[config.mk]
export PLATFORM = sky130hd
export DESIGN_NAME = avalon_mm_arbiter
export DESIGN_NICKNAME = d
export VERILOG_FILES = /design/src/rtl/avmm_arb_pkg.sv /design/src/rtl/avmm_rsp_route_fifo.sv /design/src/rtl/avalon_mm_arbiter.sv
export SDC_FILE = /design/constraint.sdc
export NUM_CORES = 1
export LEC_CHECK = 0
export CORE_MARGIN = 5
export CORE_UTILIZATION = 35
export CTS_BUF_LIST = sky130_fd_sc_hd__clkbuf_8
export CTS_CLUSTER_SIZE = 10
export DETAILED_ROUTE_END_ITERATION = 8
export GPL_TIMING_DRIVEN = 0
export PLACE_DENSITY = 0.85
export SLEW_MARGIN = 15
export SYNTH_ARGS = -nofsm -noshare
export SYNTH_HDL_FRONTEND = slang
export SYNTH_SLANG_ARGS = --single-unit
[constraint.sdc]
create_clock -name clock -period 2.6 [get_ports clock]
set_input_delay 0.26 -clock clock [delete_from_list [all_inputs] [get_ports clock]]
set_output_delay 0.26 -clock clock [all_outputs]
set_load 0.05 [all_outputs]
[src/rtl/avmm_arb_pkg.sv]
`default_nettype none
// ============================================================================
// Module : avmm_arb_pkg
// Desc   : Shared types and constants for the Avalon-MM arbiter.
// Rev    : 1.0 - initial release
// ============================================================================
package avmm_arb_pkg;

    localparam int MAX_BURST   = 8;
    localparam int NUM_SYMBOLS = 4;
    localparam int ID_W        = 2;
    localparam int BC_W        = 4;

    typedef enum logic [0:0] {
        IDLE   = 1'b0,
        LOCKED = 1'b1
    } arb_state_t;

    typedef struct packed {
        logic [ID_W-1:0] id;
        logic [BC_W-1:0] burstcount;
    } rsp_route_t;

endpackage
`default_nettype wire

[src/rtl/avmm_rsp_route_fifo.sv]
`default_nettype none
// ============================================================================
// Module : avmm_rsp_route_fifo
// Desc   : Synchronous FIFO of read-response routes, DEPTH entries (power of 2).
// Rev    : 1.0 - initial release
// ============================================================================
module avmm_rsp_route_fifo
    import avmm_arb_pkg::*;
#(
    parameter int DEPTH = 4
) (
    input  logic       clock,
    input  logic       reset,
    input  logic       push,
    input  rsp_route_t push_data,
    input  logic       pop,
    output rsp_route_t head,
    output logic       full,
    output logic       empty
);

    localparam int PTR_W = $clog2(DEPTH);

    rsp_route_t       r_mem [DEPTH];
    logic [PTR_W:0]   r_wr_ptr;
    logic [PTR_W:0]   r_rd_ptr;
    logic             w_push;
    logic             w_pop;

    // Extra pointer bit distinguishes full from empty when the indices match.
    assign empty  = (r_wr_ptr == r_rd_ptr);
    assign full   = (r_wr_ptr[PTR_W] != r_rd_ptr[PTR_W]) &&
                    (r_wr_ptr[PTR_W-1:0] == r_rd_ptr[PTR_W-1:0]);
    assign w_push = push & ~full;
    assign w_pop  = pop & ~empty;
    assign head   = r_mem[r_rd_ptr[PTR_W-1:0]];

    always_ff @(posedge clock or posedge reset) begin
        if (reset) begin
            r_wr_ptr <= '0;
            r_rd_ptr <= '0;
        end else begin
            if (w_push) r_wr_ptr <= r_wr_ptr + (PTR_W+1)'(1);
            if (w_pop)  r_rd_ptr <= r_rd_ptr + (PTR_W+1)'(1);
        end
    end

    always_ff @(posedge clock) begin
        if (w_push) r_mem[r_wr_ptr[PTR_W-1:0]] <= push_data;
    end

endmodule
`default_nettype wire

[src/rtl/avalon_mm_arbiter.sv]
`default_nettype none
// ============================================================================
// Module : avalon_mm_arbiter
// Desc   : Round-robin, burst-locked sharing of one Avalon-MM slave among
//          NUM_MASTERS masters. Option macro: AVMM_ARB_FIXED_PRIORITY_EN.
// Rev    : 1.0 - initial release
// ============================================================================
module avalon_mm_arbiter
    import avmm_arb_pkg::*;
#(
    parameter int NUM_MASTERS = 2,
    parameter int ADDR_W      = 12,
    parameter int DATA_W      = 32,
    parameter int BURST_W     = 4,
    parameter int MAX_PENDING = 4
) (
    input  logic                               clock,
    input  logic                               reset,
    input  logic [NUM_MASTERS*ADDR_W-1:0]      m_address,
    input  logic [NUM_MASTERS-1:0]             m_read,
    input  logic [NUM_MASTERS-1:0]             m_write,
    input  logic [NUM_MASTERS*DATA_W-1:0]      m_writedata,
    input  logic [NUM_MASTERS*NUM_SYMBOLS-1:0] m_byteenable,
    input  logic [NUM_MASTERS*BURST_W-1:0]     m_burstcount,
    output logic [NUM_MASTERS-1:0]             m_waitrequest,
    output logic [DATA_W-1:0]                  m_readdata,
    output logic [NUM_MASTERS-1:0]             m_readdatavalid,
    output logic [ADDR_W-1:0]                  s_address,
    output logic                               s_read,
    output logic                               s_write,
    output logic [DATA_W-1:0]                  s_writedata,
    output logic [NUM_SYMBOLS-1:0]             s_byteenable,
    output logic [BURST_W-1:0]                 s_burstcount,
    input  logic                               s_waitrequest,
    input  logic [DATA_W-1:0]                  s_readdata,
    input  logic                               s_readdatavalid
);

    localparam int GNT_W = (NUM_MASTERS > 1) ? $clog2(NUM_MASTERS) : 1;

    logic [ADDR_W-1:0]        w_addr  [NUM_MASTERS];
    logic [DATA_W-1:0]        w_wdata [NUM_MASTERS];
    logic [NUM_SYMBOLS-1:0]   w_be    [NUM_MASTERS];
    logic [BURST_W-1:0]       w_bc    [NUM_MASTERS];

    arb_state_t               r_state;
    logic [GNT_W-1:0]         r_gnt;
    logic [GNT_W-1:0]         r_rr_ptr;
    logic [BURST_W-1:0]       r_beat_cnt;
    logic [BURST_W-1:0]       r_rsp_cnt;

    logic [NUM_MASTERS-1:0]   w_elig;
    logic [2*NUM_MASTERS-1:0] w_elig_rot;
    logic                     w_any;
    logic [GNT_W:0]           w_sum;
    logic [GNT_W-1:0]         w_sel;
    logic [GNT_W-1:0]         w_rr_next;
    logic [BURST_W-1:0]       w_eff_bc;
    logic                     w_accept;
    logic                     w_txn_end;
    logic                     w_push;
    rsp_route_t               w_push_data;
    rsp_route_t               w_head;
    logic [BURST_W-1:0]       w_head_bc;
    logic                     w_rsp_beat;
    logic                     w_pop;
    logic                     w_fifo_full;
    logic                     w_fifo_empty;

    for (genvar g = 0; g < NUM_MASTERS; g++) begin : g_unpack
        assign w_addr[g]  = m_address[g*ADDR_W +: ADDR_W];
        assign w_wdata[g] = m_writedata[g*DATA_W +: DATA_W];
        assign w_be[g]    = m_byteenable[g*NUM_SYMBOLS +: NUM_SYMBOLS];
        assign w_bc[g]    = m_burstcount[g*BURST_W +: BURST_W];
        assign m_readdatavalid[g] = s_readdatavalid & ~w_fifo_empty &
                                    (w_head.id == ID_W'(g));
    end

    // Reads are only eligible while a route slot is free for their response.
    assign w_elig     = m_write | (m_read & {NUM_MASTERS{~w_fifo_full}});
    assign w_elig_rot = {w_elig, w_elig} >> r_rr_ptr;

    always_comb begin
        w_any = 1'b0;
        w_sum = '0;
        for (int k = NUM_MASTERS - 1; k >= 0; k--) begin
            if (w_elig_rot[k]) begin
                w_any = 1'b1;
                w_sum = {1'b0, r_rr_ptr} + (GNT_W+1)'(k);
            end
        end
        w_sel = (w_sum >= (GNT_W+1)'(NUM_MASTERS)) ?
                GNT_W'(w_sum - (GNT_W+1)'(NUM_MASTERS)) : GNT_W'(w_sum);
    end

`ifdef AVMM_ARB_FIXED_PRIORITY_EN
    assign w_rr_next = '0;
`else
    assign w_rr_next = (r_gnt == GNT_W'(NUM_MASTERS - 1)) ? '0 : r_gnt + GNT_W'(1);
`endif

    always_comb begin
        s_address     = '0;
        s_read        = 1'b0;
        s_write       = 1'b0;
        s_writedata   = '0;
        s_byteenable  = '0;
        s_burstcount  = '0;
        m_waitrequest = '1;
        if (r_state == LOCKED) begin
            s_address            = w_addr[r_gnt];
            s_read               = m_read[r_gnt];
            s_write              = m_write[r_gnt];
            s_writedata          = w_wdata[r_gnt];
            s_byteenable         = w_be[r_gnt];
            s_burstcount         = w_bc[r_gnt];
            m_waitrequest[r_gnt] = s_waitrequest;
        end
    end

    assign w_eff_bc  = (w_bc[r_gnt] == '0) ? BURST_W'(1) : w_bc[r_gnt];
    assign w_accept  = (s_read | s_write) & ~s_waitrequest;
    assign w_txn_end = w_accept & (s_write ? ((r_beat_cnt + BURST_W'(1)) == w_eff_bc) : 1'b1);
    assign w_push    = w_accept & s_read & ~s_write;
    assign w_push_data = '{id: ID_W'(r_gnt), burstcount: BC_W'(w_bc[r_gnt])};

    always_ff @(posedge clock or posedge reset) begin
        if (reset) begin
            r_state    <= IDLE;
            r_gnt      <= '0;
            r_rr_ptr   <= '0;
            r_beat_cnt <= '0;
        end else begin
            case (r_state)
                IDLE: begin
                    if (w_any) begin
                        r_gnt      <= w_sel;
                        r_beat_cnt <= '0;
                        r_state    <= LOCKED;
                    end
                end
                LOCKED: begin
                    if (w_accept && s_write) r_beat_cnt <= r_beat_cnt + BURST_W'(1);
                    if (w_txn_end) begin
                        r_state  <= IDLE;
                        r_rr_ptr <= w_rr_next;
                    end
                end
                default: r_state <= IDLE;
            endcase
        end
    end

    // Beats delivered so far for the head route; a burstcount of 0 means 1.
    assign m_readdata = s_readdata;
    assign w_head_bc  = (w_head.burstcount == '0) ? BURST_W'(1) : BURST_W'(w_head.burstcount);
    assign w_rsp_beat = s_readdatavalid & ~w_fifo_empty;
    assign w_pop      = w_rsp_beat & ((r_rsp_cnt + BURST_W'(1)) == w_head_bc);

    always_ff @(posedge clock or posedge reset) begin
        if (reset)           r_rsp_cnt <= '0;
        else if (w_pop)      r_rsp_cnt <= '0;
        else if (w_rsp_beat) r_rsp_cnt <= r_rsp_cnt + BURST_W'(1);
    end

    avmm_rsp_route_fifo #(
        .DEPTH (MAX_PENDING)
    ) u_rsp_fifo (
        .clock     (clock),
        .reset     (reset),
        .push      (w_push),
        .push_data (w_push_data),
        .pop       (w_pop),
        .head      (w_head),
        .full      (w_fifo_full),
        .empty     (w_fifo_empty)
    );

endmodule
`default_nettype wire

==> results_dict.tcl <==
set metrics [dict create \
    tightest_slew_ps 680.2 \
    die_h_um 103.3 \
    synth_cell_type_count 45 \
    synth_top_area_share_pct 19.72 \
    cts_tree "built" \
    total_power_w 0.005730 \
    vias_per_cell 4.691 \
    cts.htree.levels 2 \
    yosysWarnings 0 \
    crit_path_start_kind "register" \
    cp.depth 6 \
    maxCapViolCount 0 \
    relSlewSlack_pct 54.60 \
    rows 34 \
    crit_required_ps 2780 \
    drt_first_pass_iters 4 \
    internal_power_w 0.002636 \
    num_vias 2866 \
    dp_hpwl_um 8658 \
    synthCells 295 \
    p_switching_w 0.003094 \
    dieArea_um2 10670 \
    avgSynthCellArea_um2 10.32 \
    routabilityCongestion 0.8111 \
    period_minus_slack_ps 2357 \
    rsz0062_at_grt "false" \
    cts.root.buffer_cell "clkbuf_8" \
    worstPathCellList "buf_6, mux4_2, xnor3_1, nand3_2, nor4_4, mux2_2" \
    cts_buffer_depth 2 \
    postLayoutCoreUtil_pct 62.35 \
    synth_edf_count 20 \
    arrival_ps 2540 \
    synth_flop_cell "edfxtp_1" \
    synth_seq_cells 37 \
    hold_ws_ps 356.7 \
    grt_usage_pct 18.19 \
    syn_nets 446 \
    postCtsHoldBufs 0 \
    fin_setup_tns_ps 0 \
    postCtsSetupBuffers 0 \
    die_w_um 103.3 \
    rr_worst_depth 6 \
    finClkSkew_ps 6.704 \
    io_pins 234 \
    worst-setup-path-type "reg -> reg" \
    r2r_slack_ps 240 \
    ys_seq_area_share_pct 33.69 \
    setup_viol 0 \
    synth_top_cells_by_area "edfxtp_1 20%, mux2i_1 18%, dfrtp_1 14%" \
    fin_crit_sh_pct 90.67 \
    first_iter_violations 75 \
    totalWireLength_um 10070 \
    hp-class "in -> async" \
    cpPeakStageDelay_ps 560 \
    p_comb_share_pct 76.5 \
    place_ws_ps -464.9 \
    sw_frac_of_total_pct 54.00 \
    start_util_pct 35.44 \
    synth_area_um2 3045 \
    synth_top_cell_by_area "edfxtp_1" \
    place.port_buffers 201 \
    final_max_slew_viol_count 0 \
    critPathBufInv 1 \
    syn_to_final_growth_pct 75.92 \
    antenna_cells 0 \
    grt_pass1_wl_um 14880 \
    fmax_mhz 424.2 \
    cp-end-kind "register" \
    fin_nets 653 \
    cp_top_family "multiplexers" \
    grt_max_degree 18 \
    cts_made_buffers 5 \
    drc_errors 0 \
    p_clk_share_pct 6.8 \
    power_density_nw_per_um2 1069 \
    drtAntennaViolNets 0 \
    vdd_drop_max_v 0.0006526 \
    overflow 0 \
    antenna_found_initial 0 \
    async_flop_share_pct 45.95 \
    pwr-share-seq_pct 16.7 \
    crit_slowest_cell "mux4_2" \
    fin_ws_ps 242.6 \
    wl_per_cell_um 16.48 \
    crit_fanout 7 \
    insertion_delay_ps 300 \
    core_um2 8593 \
    path_clk_slew_ps 80 \
    layout-drive-gt1-share_pct 23.06 \
    grt_pass1_vias 3051 \
    p_leak_nw 2.294 \
    hold_viol 0 \
    clock_sinks 37 \
    outcome "completed" \
]
[power by group through the flow]
| stage | Clock, W | Combinational (W) | Sequential [W] |
|---|---|---|---|
| after floorplan | 0 | 0.00319 | 0.000910 |
| after global placement | 0 | 0.00444 | 0.000933 |
| after detailed placement | 0 | 0.00452 | 0.000949 |
| after CTS | 0.000400 | 0.00443 | 0.000940 |
| after global routing | 0.000425 | 0.00465 | 0.000978 |
| final | 0.000392 | 0.00438 | 0.000954 |
[through the flow]
stage          instance area, um2  cells
2_1_floorplan                3048    295
3_3_place_gp                 5195    604
3_5_place_dp                 5195    604
4_1_cts                      5350    612
5_1_grt                      5358    611
6_report                     5358    611
[cells by family (layout without fill, tap and decap cells)]
kind of cell / after synthesis / count (layout) / synth area share (%)
and+or+nand+nor: 89 / 89 / 18.24
AOI/OAI and AO/OA: 23 / 23 / 5.094
buffers and inverters: 59 / 267 / 11.67
muxes: 62 / 62 / 22.80
DFF: 37 / 37 / 33.69
adders and majority gates: 7 / 7 / 2.876
xor gates and xnor gates: 18 / 18 / 5.628
[sequential cells by signal, summed over array words and instances (netlist names)]
signal,flops
u_rsp_fifo.r_mem,20
r_beat_cnt,4
r_rsp_cnt,4
u_rsp_fifo.r_rd_ptr,3
u_rsp_fifo.r_wr_ptr,3
r_gnt,1
r_rr_ptr,1
r_state,1
[cells in the final DEF, fill, tap and decap left out, drive strengths merged, types with 6 or more instances in the layout]
master,n
edfxtp,20
nor2b,54
clkbuf,16
mux2i,54
xor2,6
dfrtp,17
clkdlybuf4s50,145
dlygate4sd2,9
inv,11
o21ai,8
clkdlybuf4s15,47
buf,37
ha,7
nand2,8
xnor2,11
[final cells by class]
cell class / count / area [um2]
Inverter: 10 / 37.54
Tap cell: 108 / 135.1
Clock inverter: 3 / 13.76
Buffer: 48 / 334.1
Timing Repair Buffer: 201 / 2059
Sequential cell: 37 / 1026
Clock buffer: 5 / 68.82
Multi-Input combinational cell: 199 / 1683
Fill cell: 711 / 3236
[worst reg2reg max path, stage by stage, from the launching register on]
cell     delay (ps)
dfrtp_1         370
buf_6           160
mux4_2          560
xnor3_1         310
nand3_2         120
nor4_4          350
mux2_2          380
[per-layer routing]
metal / wire, um / track usage (%) / vias up
met3: 867 / 5.969 / 18
met2: 5654 / 34.98 / 116
met4: 261 / 6.972 / 0
li1: - / - / 1400
met5: 0 / 0 / -
met1: 3283 / 17.87 / 1332
[repair_timing]
| item | 4_1_cts | 5_1_grt |
|---|---|---|
| cloned | 0 | 0 |
| setup endpoints to repair | 77 | 52 |
| resized for setup | 161 | 6 |
| pin swaps | 0 | 0 |
[final timing paths]
kind | startpoint | endpoint
setup / recovery | u_rsp_fifo.r_rd_ptr[0]$_DFFE_PP0P_ | u_rsp_fifo.r_rd_ptr[1]$_DFFE_PP0P_
hold / removal | reset | r_rsp_cnt[2]$_DFFE_PP0P_
setup reg to reg | u_rsp_fifo.r_rd_ptr[0]$_DFFE_PP0P_ | u_rsp_fifo.r_rd_ptr[1]$_DFFE_PP0P_
hold reg to reg | u_rsp_fifo.r_wr_ptr[2]$_DFFE_PP0P_ | u_rsp_fifo.r_wr_ptr[2]$_DFFE_PP0P_
max in group asynchronous | reset | r_beat_cnt[3]$_DFFE_PP0P_
min in group clock | u_rsp_fifo.r_wr_ptr[2]$_DFFE_PP0P_ | u_rsp_fifo.r_wr_ptr[2]$_DFFE_PP0P_
[synthesized netlist by cell type (all sizes together), types with 6 or more instances]
library cell  instances
buf                  41
clkbuf                8
dfrtp                17
edfxtp               20
ha                    7
inv                  10
mux2i                54
nand2                 8
nor2b                54
o21ai                 8
xnor2                11
xor2                  6
(Power assumes the default switching activity.)
